$ cat src/rtl/imode_arb_pkg.sv
// imode_arb_pkg: shared types and constants for the interface mode arbiter.
// State encoding, iface_mode codes, the scorer publish threshold and the
// early-exit edge threshold live here so the top and the bench agree on them.
package imode_arb_pkg;

  typedef enum logic [3:0] {
    IDLE,
    SE_SETTLE,
    SE_CLEAR,
    SE_MEASURE,
    SE_CAPTURE,
    DIFF_SETTLE,
    DIFF_CLEAR,
    DIFF_MEASURE,
    DIFF_CAPTURE,
    DECIDE,
    DONE
  } state_t;

  localparam logic [1:0] IMODE_UNKNOWN = 2'd0;
  localparam logic [1:0] IMODE_SE      = 2'd1;
  localparam logic [1:0] IMODE_DIFF    = 2'd2;

  // Below this many edges the scorer has not published a meaningful score.
  localparam logic [15:0] SCORE_MIN_EDGES  = 16'd128;
  // A measure window may end early once this many edges have been seen.
  localparam logic [15:0] EARLY_EXIT_EDGES = 16'd8192;

  // Force quality to zero when the scorer has not yet published a score.
  function automatic logic [7:0] gate_quality(input logic [7:0] q, input logic [15:0] edges);
    return (edges < SCORE_MIN_EDGES) ? 8'd0 : q;
  endfunction

endpackage

$ cat src/rtl/imode_arb_timer.sv
// imode_arb_timer: loadable down-counter with a zero flag. Loading N-1 makes
// the owning state last exactly N cycles; the counter parks at zero.
module imode_arb_timer #(
  parameter int WIDTH = 12
) (
  input  logic             clk,
  input  logic             reset,
  input  logic             load,
  input  logic [WIDTH-1:0] load_value,
  output logic             zero
);

  logic [WIDTH-1:0] count_reg;

  // Load on request, otherwise count down and hold at zero.
  always_ff @(posedge clk or posedge reset) begin
    if (reset) begin
      count_reg <= '0;
    end else if (load) begin
      count_reg <= load_value;
    end else if (count_reg != '0) begin
      count_reg <= count_reg - 1'b1;
    end
  end

  assign zero = (count_reg == '0);

endmodule

$ cat src/rtl/interface_mode_arbiter.sv
// interface_mode_arbiter: measures the SE and DIFF receiver paths in turn
// with the signal quality scorer and reports which electrical interface is
// present, plus the winning pass's bin and average width.
// Optional build macro: INTERFACE_MODE_ARBITER_EARLY_EXIT_EN -- a measure
// window also ends once the scorer edge count reaches EARLY_EXIT_EDGES.
module interface_mode_arbiter
  import imode_arb_pkg::*;
#(
  parameter int SETTLE_CYCLES = 3000,
  parameter int WINDOW_CYCLES = 3000000,
  parameter int MIN_EDGES     = 256,
  parameter int MIN_QUALITY   = 128,
  parameter int MARGIN        = 16,
  parameter int MAX_RETRIES   = 2
) (
  input  logic        clk,
  input  logic        reset,
  input  logic        start,
  input  logic        abort,
  output logic        rx_mode_diff,
  output logic        sq_enable,
  output logic        sq_clear,
  input  logic [7:0]  sq_quality,
  input  logic [15:0] sq_edge_count,
  input  logic [2:0]  sq_best_bin,
  input  logic [15:0] sq_avg_width,
  output logic        busy,
  output logic        done,
  output logic        result_valid,
  output logic [1:0]  iface_mode,
  output logic [7:0]  se_quality,
  output logic [7:0]  diff_quality,
  output logic [2:0]  result_bin,
  output logic [15:0] result_avg_width,
  output logic [1:0]  retry_count
);

  localparam int CNT_MAX = (SETTLE_CYCLES > WINDOW_CYCLES) ? SETTLE_CYCLES : WINDOW_CYCLES;
  localparam int CNT_W   = $clog2(CNT_MAX + 1);
  localparam logic [CNT_W-1:0] SETTLE_LOAD = CNT_W'(SETTLE_CYCLES - 1);
  localparam logic [CNT_W-1:0] WINDOW_LOAD = CNT_W'(WINDOW_CYCLES - 1);

  state_t state_reg, state_next;

  logic             timer_load;
  logic [CNT_W-1:0] timer_value;
  logic             timer_zero;
  logic             measure_end;

  logic [15:0] se_edges_reg, diff_edges_reg;
  logic [2:0]  se_bin_reg, diff_bin_reg;
  logic [15:0] se_width_reg, diff_width_reg;

  logic       rx_mode_diff_reg, sq_enable_reg, sq_clear_reg, busy_reg, done_reg;
  logic       result_valid_reg;
  logic [1:0] iface_mode_reg, retry_count_reg;
  logic [7:0] se_quality_reg, diff_quality_reg;
  logic [2:0] result_bin_reg;
  logic [15:0] result_avg_width_reg;

  logic       se_valid, diff_valid, se_higher, separated, se_wins, diff_wins;
  logic [8:0] quality_delta;

  imode_arb_timer #(.WIDTH(CNT_W)) u_timer (
    .clk       (clk),
    .reset     (reset),
    .load      (timer_load),
    .load_value(timer_value),
    .zero      (timer_zero)
  );

`ifdef INTERFACE_MODE_ARBITER_EARLY_EXIT_EN
  assign measure_end = timer_zero || (sq_edge_count >= EARLY_EXIT_EDGES);
`else
  assign measure_end = timer_zero;
`endif

  // Pass comparison on the captured (gated) values; delta carries one extra bit.
  assign se_valid      = (se_edges_reg >= 16'(MIN_EDGES)) && (se_quality_reg >= 8'(MIN_QUALITY));
  assign diff_valid    = (diff_edges_reg >= 16'(MIN_EDGES)) && (diff_quality_reg >= 8'(MIN_QUALITY));
  assign se_higher     = (se_quality_reg >= diff_quality_reg);
  assign quality_delta = se_higher ? ({1'b0, se_quality_reg} - {1'b0, diff_quality_reg})
                                   : ({1'b0, diff_quality_reg} - {1'b0, se_quality_reg});
  assign separated     = (quality_delta >= 9'(MARGIN));
  assign se_wins       = se_valid && (!diff_valid || (separated && se_higher));
  assign diff_wins     = diff_valid && (!se_valid || (separated && !se_higher));

  // State register.
  always_ff @(posedge clk or posedge reset) begin
    if (reset) begin
      state_reg <= IDLE;
    end else begin
      state_reg <= state_next;
    end
  end

  // Next-state logic and timer loads; abort overrides everything.
  always_comb begin
    state_next  = state_reg;
    timer_load  = 1'b0;
    timer_value = '0;
    case (state_reg)
      IDLE: if (start) begin
        state_next  = SE_SETTLE;
        timer_load  = 1'b1;
        timer_value = SETTLE_LOAD;
      end
      SE_SETTLE:  if (timer_zero) state_next = SE_CLEAR;
      SE_CLEAR: begin
        state_next  = SE_MEASURE;
        timer_load  = 1'b1;
        timer_value = WINDOW_LOAD;
      end
      SE_MEASURE: if (measure_end) state_next = SE_CAPTURE;
      SE_CAPTURE: begin
        state_next  = DIFF_SETTLE;
        timer_load  = 1'b1;
        timer_value = SETTLE_LOAD;
      end
      DIFF_SETTLE: if (timer_zero) state_next = DIFF_CLEAR;
      DIFF_CLEAR: begin
        state_next  = DIFF_MEASURE;
        timer_load  = 1'b1;
        timer_value = WINDOW_LOAD;
      end
      DIFF_MEASURE: if (measure_end) state_next = DIFF_CAPTURE;
      DIFF_CAPTURE: state_next = DECIDE;
      DECIDE: begin
        if (se_wins || diff_wins || (retry_count_reg >= 2'(MAX_RETRIES))) begin
          state_next = DONE;
        end else begin
          state_next  = SE_SETTLE;
          timer_load  = 1'b1;
          timer_value = SETTLE_LOAD;
        end
      end
      DONE:    state_next = IDLE;
      default: state_next = IDLE;
    endcase
    if (abort) begin
      state_next = IDLE;
      timer_load = 1'b0;
    end
  end

  // Registered control outputs, derived from the state being entered.
  always_ff @(posedge clk or posedge reset) begin
    if (reset) begin
      rx_mode_diff_reg <= 1'b0;
      sq_enable_reg    <= 1'b0;
      sq_clear_reg     <= 1'b0;
      busy_reg         <= 1'b0;
      done_reg         <= 1'b0;
    end else begin
      sq_enable_reg <= (state_next == SE_MEASURE) || (state_next == DIFF_MEASURE);
      sq_clear_reg  <= (state_next == SE_CLEAR) || (state_next == DIFF_CLEAR);
      busy_reg      <= (state_next != IDLE);
      done_reg      <= (state_next == DONE);
      case (state_next)
        SE_SETTLE, SE_CLEAR, SE_MEASURE, SE_CAPTURE:         rx_mode_diff_reg <= 1'b0;
        DIFF_SETTLE, DIFF_CLEAR, DIFF_MEASURE, DIFF_CAPTURE: rx_mode_diff_reg <= 1'b1;
        default: ;
      endcase
    end
  end

  // Pass captures, decision results, retry count and result_valid.
  always_ff @(posedge clk or posedge reset) begin
    if (reset) begin
      se_quality_reg       <= '0;
      se_edges_reg         <= '0;
      se_bin_reg           <= '0;
      se_width_reg         <= '0;
      diff_quality_reg     <= '0;
      diff_edges_reg       <= '0;
      diff_bin_reg         <= '0;
      diff_width_reg       <= '0;
      iface_mode_reg       <= IMODE_UNKNOWN;
      result_bin_reg       <= '0;
      result_avg_width_reg <= '0;
      retry_count_reg      <= '0;
      result_valid_reg     <= 1'b0;
    end else if (abort) begin
      result_valid_reg <= 1'b0;
    end else begin
      case (state_reg)
        IDLE: if (start) begin
          retry_count_reg  <= '0;
          result_valid_reg <= 1'b0;
        end
        SE_CAPTURE: begin
          se_quality_reg <= gate_quality(sq_quality, sq_edge_count);
          se_edges_reg   <= sq_edge_count;
          se_bin_reg     <= sq_best_bin;
          se_width_reg   <= sq_avg_width;
        end
        DIFF_CAPTURE: begin
          diff_quality_reg <= gate_quality(sq_quality, sq_edge_count);
          diff_edges_reg   <= sq_edge_count;
          diff_bin_reg     <= sq_best_bin;
          diff_width_reg   <= sq_avg_width;
        end
        DECIDE: begin
          if (se_wins) begin
            iface_mode_reg       <= IMODE_SE;
            result_bin_reg       <= se_bin_reg;
            result_avg_width_reg <= se_width_reg;
          end else if (diff_wins) begin
            iface_mode_reg       <= IMODE_DIFF;
            result_bin_reg       <= diff_bin_reg;
            result_avg_width_reg <= diff_width_reg;
          end else if (retry_count_reg < 2'(MAX_RETRIES)) begin
            retry_count_reg <= retry_count_reg + 2'd1;
          end else begin
            iface_mode_reg       <= IMODE_UNKNOWN;
            result_bin_reg       <= '0;
            result_avg_width_reg <= '0;
          end
        end
        DONE: result_valid_reg <= 1'b1;
        default: ;
      endcase
      if (state_next == DONE) begin
        result_valid_reg <= 1'b1;
      end
    end
  end

  assign rx_mode_diff     = rx_mode_diff_reg;
  assign sq_enable        = sq_enable_reg;
  assign sq_clear         = sq_clear_reg;
  assign busy             = busy_reg;
  assign done             = done_reg;
  assign result_valid     = result_valid_reg;
  assign iface_mode       = iface_mode_reg;
  assign se_quality       = se_quality_reg;
  assign diff_quality     = diff_quality_reg;
  assign result_bin       = result_bin_reg;
  assign result_avg_width = result_avg_width_reg;
  assign retry_count      = retry_count_reg;

endmodule

$ cat config.mk
export PLATFORM = sky130hd
export DESIGN_NAME = interface_mode_arbiter
export DESIGN_NICKNAME = d
export VERILOG_FILES = /design/src/rtl/imode_arb_pkg.sv /design/src/rtl/imode_arb_timer.sv /design/src/rtl/interface_mode_arbiter.sv
export SDC_FILE = /design/constraint.sdc
export NUM_CORES = 1
export LEC_CHECK = 0
export CAP_MARGIN = 20
export CORE_AREA = 2 2 123 125
export CTS_CLUSTER_DIAMETER = 120
export DETAILED_ROUTE_END_ITERATION = 7
export DIE_AREA = 0 0 125 127
export GPL_TIMING_DRIVEN = 0
export PLACE_DENSITY = 0.67
export SYNTH_ARGS = -nofsm -noshare
export SYNTH_HDL_FRONTEND = slang
export SYNTH_HIERARCHICAL = 1
export SYNTH_SLANG_ARGS = --single-unit
$ cat constraint.sdc
create_clock -name clk -period 5.4 [get_ports clk]
set_clock_uncertainty 0.1 [all_clocks]
set_input_delay 1.62 -clock clk [delete_from_list [all_inputs] [get_ports clk]]
set_output_delay 1.62 -clock clk [all_outputs]
set_load 0.02 [all_outputs]
==> results of run 1 <==
Yosys cell counts, types with 4 or more instances:
cell type	count	area, sq um
dfrtp_1	125	3130
o31ai_1	7	52.6
xor2_1	8	70.1
xnor2_1	15	131
o21ai_0	54	270
inv_1	26	97.6
buf_2	6	30.0
mux2_2	57	642
nand4_1	4	25.0
nor2_1	31	116
nand2_1	77	289
a21oi_1	11	55.1
nand3_1	4	20.0
a22oi_1	19	143
o21ai_1	5	25.0
or2_2	5	31.3
nor3_1	14	70.1
nor4_1	8	50.1
o21a_1	5	37.5
nand2b_1	4	25.0
or3_1	8	50.1
ha_1	18	225
nor2b_1	6	37.5
clkbuf_1	25	93.8
or4_1	6	45.0
through the flow:
step                      setup slack, ns  instances  utilization
final                                1.06        918        0.564
after detailed placement             1.09        886        0.520
after global placement             -0.418        885        0.518
after CTS                            1.09        918        0.564
after global routing                0.689        918        0.564
after floorplan                     0.976        617            -
where the power goes:
| group | total (mW) | internal (mW) | switching (mW) |
|---|---|---|---|
| Clock | 1.23 | 0.780 | 0.447 |
| Sequential | 1.08 | 1.00 | 0.0726 |
| Combinational | 0.391 | 0.185 | 0.207 |
| Total | 2.69 | 1.97 | 0.726 |
cell families after synthesis:
logic type / after synthesis / synth area share
mux: 61 / 0.107
simple gates: 187 / 0.146
fa+ha+maj: 18 / 0.0353
flops: 125 / 0.490
other cells: 1 / 0.000587
compound gates: 137 / 0.151
xor+xnor: 23 / 0.0315
buf+inv: 61 / 0.0382
path summary, 6_finish.rpt:
| kind | to | slack [ns] | cells after the start |
|---|---|---|---|
| max in group asynchronous | u_timer/count_reg[4]$_DFFE_PP0P_ | 3.00 | 2 |
| hold reg to reg | result_bin[1]$_DFFE_PP0P_ | 0.38 | 2 |
| min in group asynchronous | sq_enable$_DFF_PP0_ | 1.46 | 2 |
| setup / recovery | u_timer/count_reg[14]$_DFFE_PP0P_ | 1.06 | 16 |
| hold / removal | result_bin[1]$_DFFE_PP0P_ | 0.38 | 2 |
| setup reg to reg | u_timer/count_reg[14]$_DFFE_PP0P_ | 1.06 | 16 |
final cells by class:
| cell class | instances | area, sq um |
|---|---|---|
| Buffer | 35 | 146 |
| Clock buffer | 17 | 425 |
| Clock inverter | 15 | 210 |
| Fill cell | 1304 | 6280 |
| Inverter | 26 | 100 |
| Multi-Input combinational cell | 431 | 3030 |
| Sequential cell | 125 | 3130 |
| Tap cell | 184 | 230 |
| Timing Repair Buffer | 85 | 868 |
worst register-to-register path, delay by kind of cell (launching register included):
family | cells | cell delay (ns)
flops | 1 | 0.43
simple gates | 3 | 0.81
compound gates | 7 | 1.35
xor+xnor | 1 | 0.19
fa+ha+maj | 1 | 0.28
buf+inv | 4 | 1.07
routing by layer:
metal / up-vias / routed length [um] / part of all wire
met5: - / 0 / 0
met4: 0 / 281 / 0.018
met3: 21 / 891 / 0.058
met2: 123 / 7610 / 0.49
met1: 2459 / 6660 / 0.43
li1: 2376 / - / -
==> flow_metrics.env, run 1 <==
export IMPL_area_delta_synth_final_pct=27.4
export IMPL_ys_seq_area_frac=0.490
export IMPL_drv_cap=0
export IMPL_worstMarginPinSlew_ns=0.861
export IMPL_fin_crit_ns=4.34
export IMPL_largest_register_ffs=22
export IMPL_max_freq_ghz=0.231
export IMPL_cts_setup_buffers=0
export IMPL_relSlewSlack=0.425
export IMPL_netlist_instances=613
export IMPL_antenna_found_initial=0
export IMPL_synth_edff_count=0
export IMPL_htree_levels=4
export IMPL_clkTransAtPathRegs_ns=0.06
export IMPL_worst_ep_arrival_time_ns=4.55
export IMPL_vias=4979
export IMPL_drc_errors=0
export IMPL_tns_ns=0
export IMPL_hold_ws_ns=0.384
export IMPL_grt_setup_unrepaired="no"
export IMPL_crit_fanout=10
export IMPL_reg2reg_from="se_quality[4]$_DFFE_PP0P_"
export IMPL_async_reset_ff_frac=1.00
export IMPL_grt_overflow_total=0
export IMPL_coreArea_sq_um=14400
export IMPL_grt_max_degree=77
export IMPL_required_ns=5.61
export IMPL_layout_commonest_cell="dfrtp_1"
export IMPL_post_route_period_util=0.803
export IMPL_synth_ff_type="dfrtp_1"
export IMPL_start_kind="flop"
export IMPL_drive_gt1_frac=0.170
export IMPL_post_cts_resized=0
export IMPL_cts_buffer_depth=2
export IMPL_grt_pass1_vias=5182
export IMPL_drtIter0Drc=248
export IMPL_path_buf_inv=4
export IMPL_max_stage_delay_ns=0.48
export IMPL_post_drt_wl_per_cell_um=16.8
export IMPL_synth_warnings=6
export IMPL_insertedDiodeCount=0
export IMPL_num_nets_final=786
export IMPL_path_class="reg -> reg"
export IMPL_cts_root_buffer="clkbuf_16"
export IMPL_rows=44
export IMPL_drt_wl_total_um=15400
export IMPL_ys_types=66
export IMPL_min_from="result_bin[1]$_DFFE_PP0P_"
export IMPL_gr_usage_met1=0.252
export IMPL_vdd_drop_max_uv=222
export IMPL_clk_insertion_delay_late_ns=0.43
export IMPL_busiest_layer="met2"
export IMPL_pin_count=92
export IMPL_die_area_sq_um=15900
export IMPL_holdBufCountCts=0
export IMPL_gp_congestion=0.866
export IMPL_grt_pass1_wl_um=26000
export IMPL_cts_buffers=17
export IMPL_cp_startpoint="se_quality[4]$_DFFE_PP0P_"
export IMPL_final_cell_area_sq_um=8140
export IMPL_avgSynthCellArea_sq_um=10.4
export IMPL_use_met3=0.0649
export IMPL_cts_sinks=125
export IMPL_hp_class="reg -> reg"
export IMPL_setup_viol=0
export IMPL_crit_chain="inv_1 > ha_1 > buf_2 > or3_1 > o21ai_1 > a31oi_1 > xor2_1 > o41ai_4 > a21oi_4 > o32ai_1 > or2_1 > nor2b_1 > clkbuf_1 > clkbuf_1 > a21oi_1 > o21a_1"
export IMPL_cp_slowest_cell="clkbuf_1"
export IMPL_outcome="complete, no violations"
export IMPL_ys_seq_elements=125
export IMPL_cpLargestDelayFamily="compound AO/OA/AOI/OAI gates"
export IMPL_p_per_area_nw_per_um2=331
export IMPL_final_cell_mix="dfrtp_1 (125), clkdlybuf4s50_1 (84), nand2_1 (77), mux2_2 (57), o21ai_0 (54)"
export IMPL_initial_utilization=0.443
export IMPL_synth_area_sq_um=6390
export IMPL_hold_viol=0
export IMPL_avgViaCountPerCell=5.42
export IMPL_placed_cell_area_sq_um=7500
export IMPL_cts_tree="built"
export IMPL_slew_violations=0
export IMPL_die_w_um=125
export IMPL_cp_common_cell="clkbuf_1"
export IMPL_firstDrtPassIters=4
export IMPL_power_total_mw=2.69
export IMPL_portBuffers=84
export IMPL_die_y_um=127
export IMPL_grt_usage=0.203
export IMPL_grt_util_met2=0.338
export IMPL_worstSetupEndpointType="flop"
export IMPL_dp_hpwl_um=11000
export IMPL_drt_antenna_violating_nets=0
export IMPL_leakage_nw=3.58
Note: power is estimated with default switching activity, not from simulation.
==> run 2, diff against run 1 <==
- PLACE_DENSITY: 0.67 -> 0.69
- clock period: 5.4 -> 3.55 ns (I/O delays scaled with it)
==> run 2 against run 1 <==
Compared with the run above:
- combinational power rose by 65%
- cell count rose by 2.2%
- largest cell class unchanged
- non-clock buffer count rose by 20
- cell area rose by 3.1%
==> flow_metrics.env, run 2 (same netlist as run 1, synthesis figures left out) <==
export IMPL_portBuffers=84
export IMPL_coreArea_sq_um=14400
export IMPL_pre_cts_slack_ns=-0.603
export IMPL_outcome="complete, no violations"
export IMPL_dp_cells=887
export IMPL_path_class="reg -> reg"
export IMPL_path_buf_inv=3
export IMPL_max_freq_ghz=0.293
export IMPL_worst_ep_arrival_time_ns=3.65
export IMPL_htree_levels=4
export IMPL_slew_violations=0
export IMPL_post_route_period_util=0.962
export IMPL_drive_gt1_frac=0.218
export IMPL_n_fill_cell=1218
export IMPL_die_area_sq_um=15900
export IMPL_tns_ns=0
export IMPL_hp_class="reg -> reg"
export IMPL_p_per_area_nw_per_um2=491
export IMPL_crit_chain="inv_1 > ha_1 > buf_4 > or3_1 > o21ai_1 > a31oi_1 > xor2_1 > o41ai_4 > a21oi_4 > o32ai_4 > or2_4 > nor2b_1 > buf_4 > or2_2 > o21ai_0"
export IMPL_final_cell_mix="dfrtp_1 (122), clkdlybuf4s50_1 (84), nand2_1 (77), mux2_2 (57), o21ai_0 (47)"
export IMPL_cp_slowest_cell="or2_2"
export IMPL_cts_buffer_depth=2
export IMPL_die_w_um=125
export IMPL_drt_antenna_violating_nets=0
export IMPL_initial_utilization=0.443
export IMPL_avgViaCountPerCell=5.54
export IMPL_clkTransAtPathRegs_ns=0.06
export IMPL_required_ns=3.79
export IMPL_cts_sinks=125
export IMPL_final_setup_worst_slack_ns=0.137
export IMPL_hold_viol=0
export IMPL_max_stage_delay_ns=0.40
export IMPL_drt_wl_total_um=16200
export IMPL_grt_usage=0.213
export IMPL_grt_max_degree=40
export IMPL_holdBufCountCts=0
export IMPL_cp_common_cell="buf_4"
export IMPL_worstSetupEndpointType="flop"
export IMPL_layout_commonest_cell="dfrtp_1"
export IMPL_setup_viol=0
export IMPL_dp_hpwl_um=11400
export IMPL_start_kind="flop"
export IMPL_num_nets_final=806
export IMPL_cts_buffers=17
export IMPL_grt_pass1_vias=5527
export IMPL_firstDrtPassIters=5
export IMPL_cts_root_buffer="clkbuf_16"
export IMPL_cpLargestDelayFamily="simple AND/OR/NAND/NOR gates"
export IMPL_vias=5198
export IMPL_grt_overflow_total=0
export IMPL_antenna_found_initial=0
export IMPL_grt_pass1_wl_um=27200
export IMPL_drtIter0Drc=375
export IMPL_pin_count=92
export IMPL_utilization=0.582
export IMPL_gp_congestion=0.822
export IMPL_worstMarginPinSlew_ns=0.844
export IMPL_leakage_nw=3.72
export IMPL_final_cells=938
export IMPL_clk_insertion_delay_late_ns=0.42
export IMPL_post_drt_wl_per_cell_um=17.2
export IMPL_crit_fanout=10
export IMPL_area_delta_synth_final_pct=31.3
export IMPL_largest_register_ffs=22
export IMPL_fin_crit_ns=3.41
export IMPL_vdd_drop_max_uv=372
export IMPL_cts_tree="built"
export IMPL_insertedDiodeCount=0
export IMPL_drc_errors=0
export IMPL_rows=44
export IMPL_die_y_um=127
export IMPL_drv_cap=0
export IMPL_relSlewSlack=0.437
[run 2: area by class of cell]
| class | instances | area [sq um] | area share |
|---|---|---|---|
| buffer | 34 | 163 | 0.0194 |
| clock buffer | 17 | 425 | 0.0507 |
| clock inverter | 15 | 196 | 0.0234 |
| inverter | 26 | 101 | 0.0121 |
| multi-input combinational | 431 | 3110 | 0.371 |
| sequential | 125 | 3130 | 0.373 |
| tap | 184 | 230 | 0.0274 |
| timing repair buffer | 106 | 1030 | 0.123 |
[run 2: path summary, 6_finish.rpt]
| kind | from | to | slack (ns) | cells after the start |
|---|---|---|---|---|
| max | se_quality[4]$_DFFE_PP0P_ | u_timer/count_reg[13]$_DFFE_PP0P_ | 0.14 | 15 |
| min | result_bin[0]$_DFFE_PP0P_ | result_bin[0]$_DFFE_PP0P_ | 0.38 | 2 |
| max reg2reg | se_quality[4]$_DFFE_PP0P_ | u_timer/count_reg[13]$_DFFE_PP0P_ | 0.14 | 15 |
| min reg2reg | result_bin[0]$_DFFE_PP0P_ | result_bin[0]$_DFFE_PP0P_ | 0.38 | 2 |
| max in group asynchronous | reset | result_valid$_DFFE_PP0P_ | 1.48 | 4 |
| min in group asynchronous | reset | done$_DFF_PP0_ | 1.00 | 2 |
[run 2: stage by stage]
stage / hold slack (ns) / area, sq um / power [mW]
floorplan: 0.370 / 6410 / 2.07
CTS: 0.385 / 8260 / 4.13
detailed placement: 0.371 / 7520 / 2.26
finish: 0.379 / 8390 / 4.12
global route: 0.414 / 8390 / 4.31
global placement: 0.367 / 7480 / 2.23
[run 2: what timing repair did]
action,in CTS,in global routing
hold endpoints to repair,0,0
buffers inserted,9,11
pin swaps,6,7
setup endpoints to repair,22,37
resized for setup,19,17
[run 2: tightest hold or removal path, delay by kind of cell, from the launching register on]
kind               cells  cell delay, ns
and+or+nand+nor        1            0.05
DFF                    1            0.34
AOI/OAI and AO/OA      1            0.06
[run 2: per-layer routing]
layer,up-vias,routed length [um],GRT usage
met1,2617,6780,0.259
li1,2414,-,-
met5,-,0,0
met3,27,972,0.0674
met2,140,8070,0.361
met4,0,327,0.0739
[run 2: power breakdown]
part           switching [mW]  total, mW  internal [mW]
logic                   0.336      0.644          0.308
registers               0.117       1.64           1.52
clock network           0.707       1.84           1.13
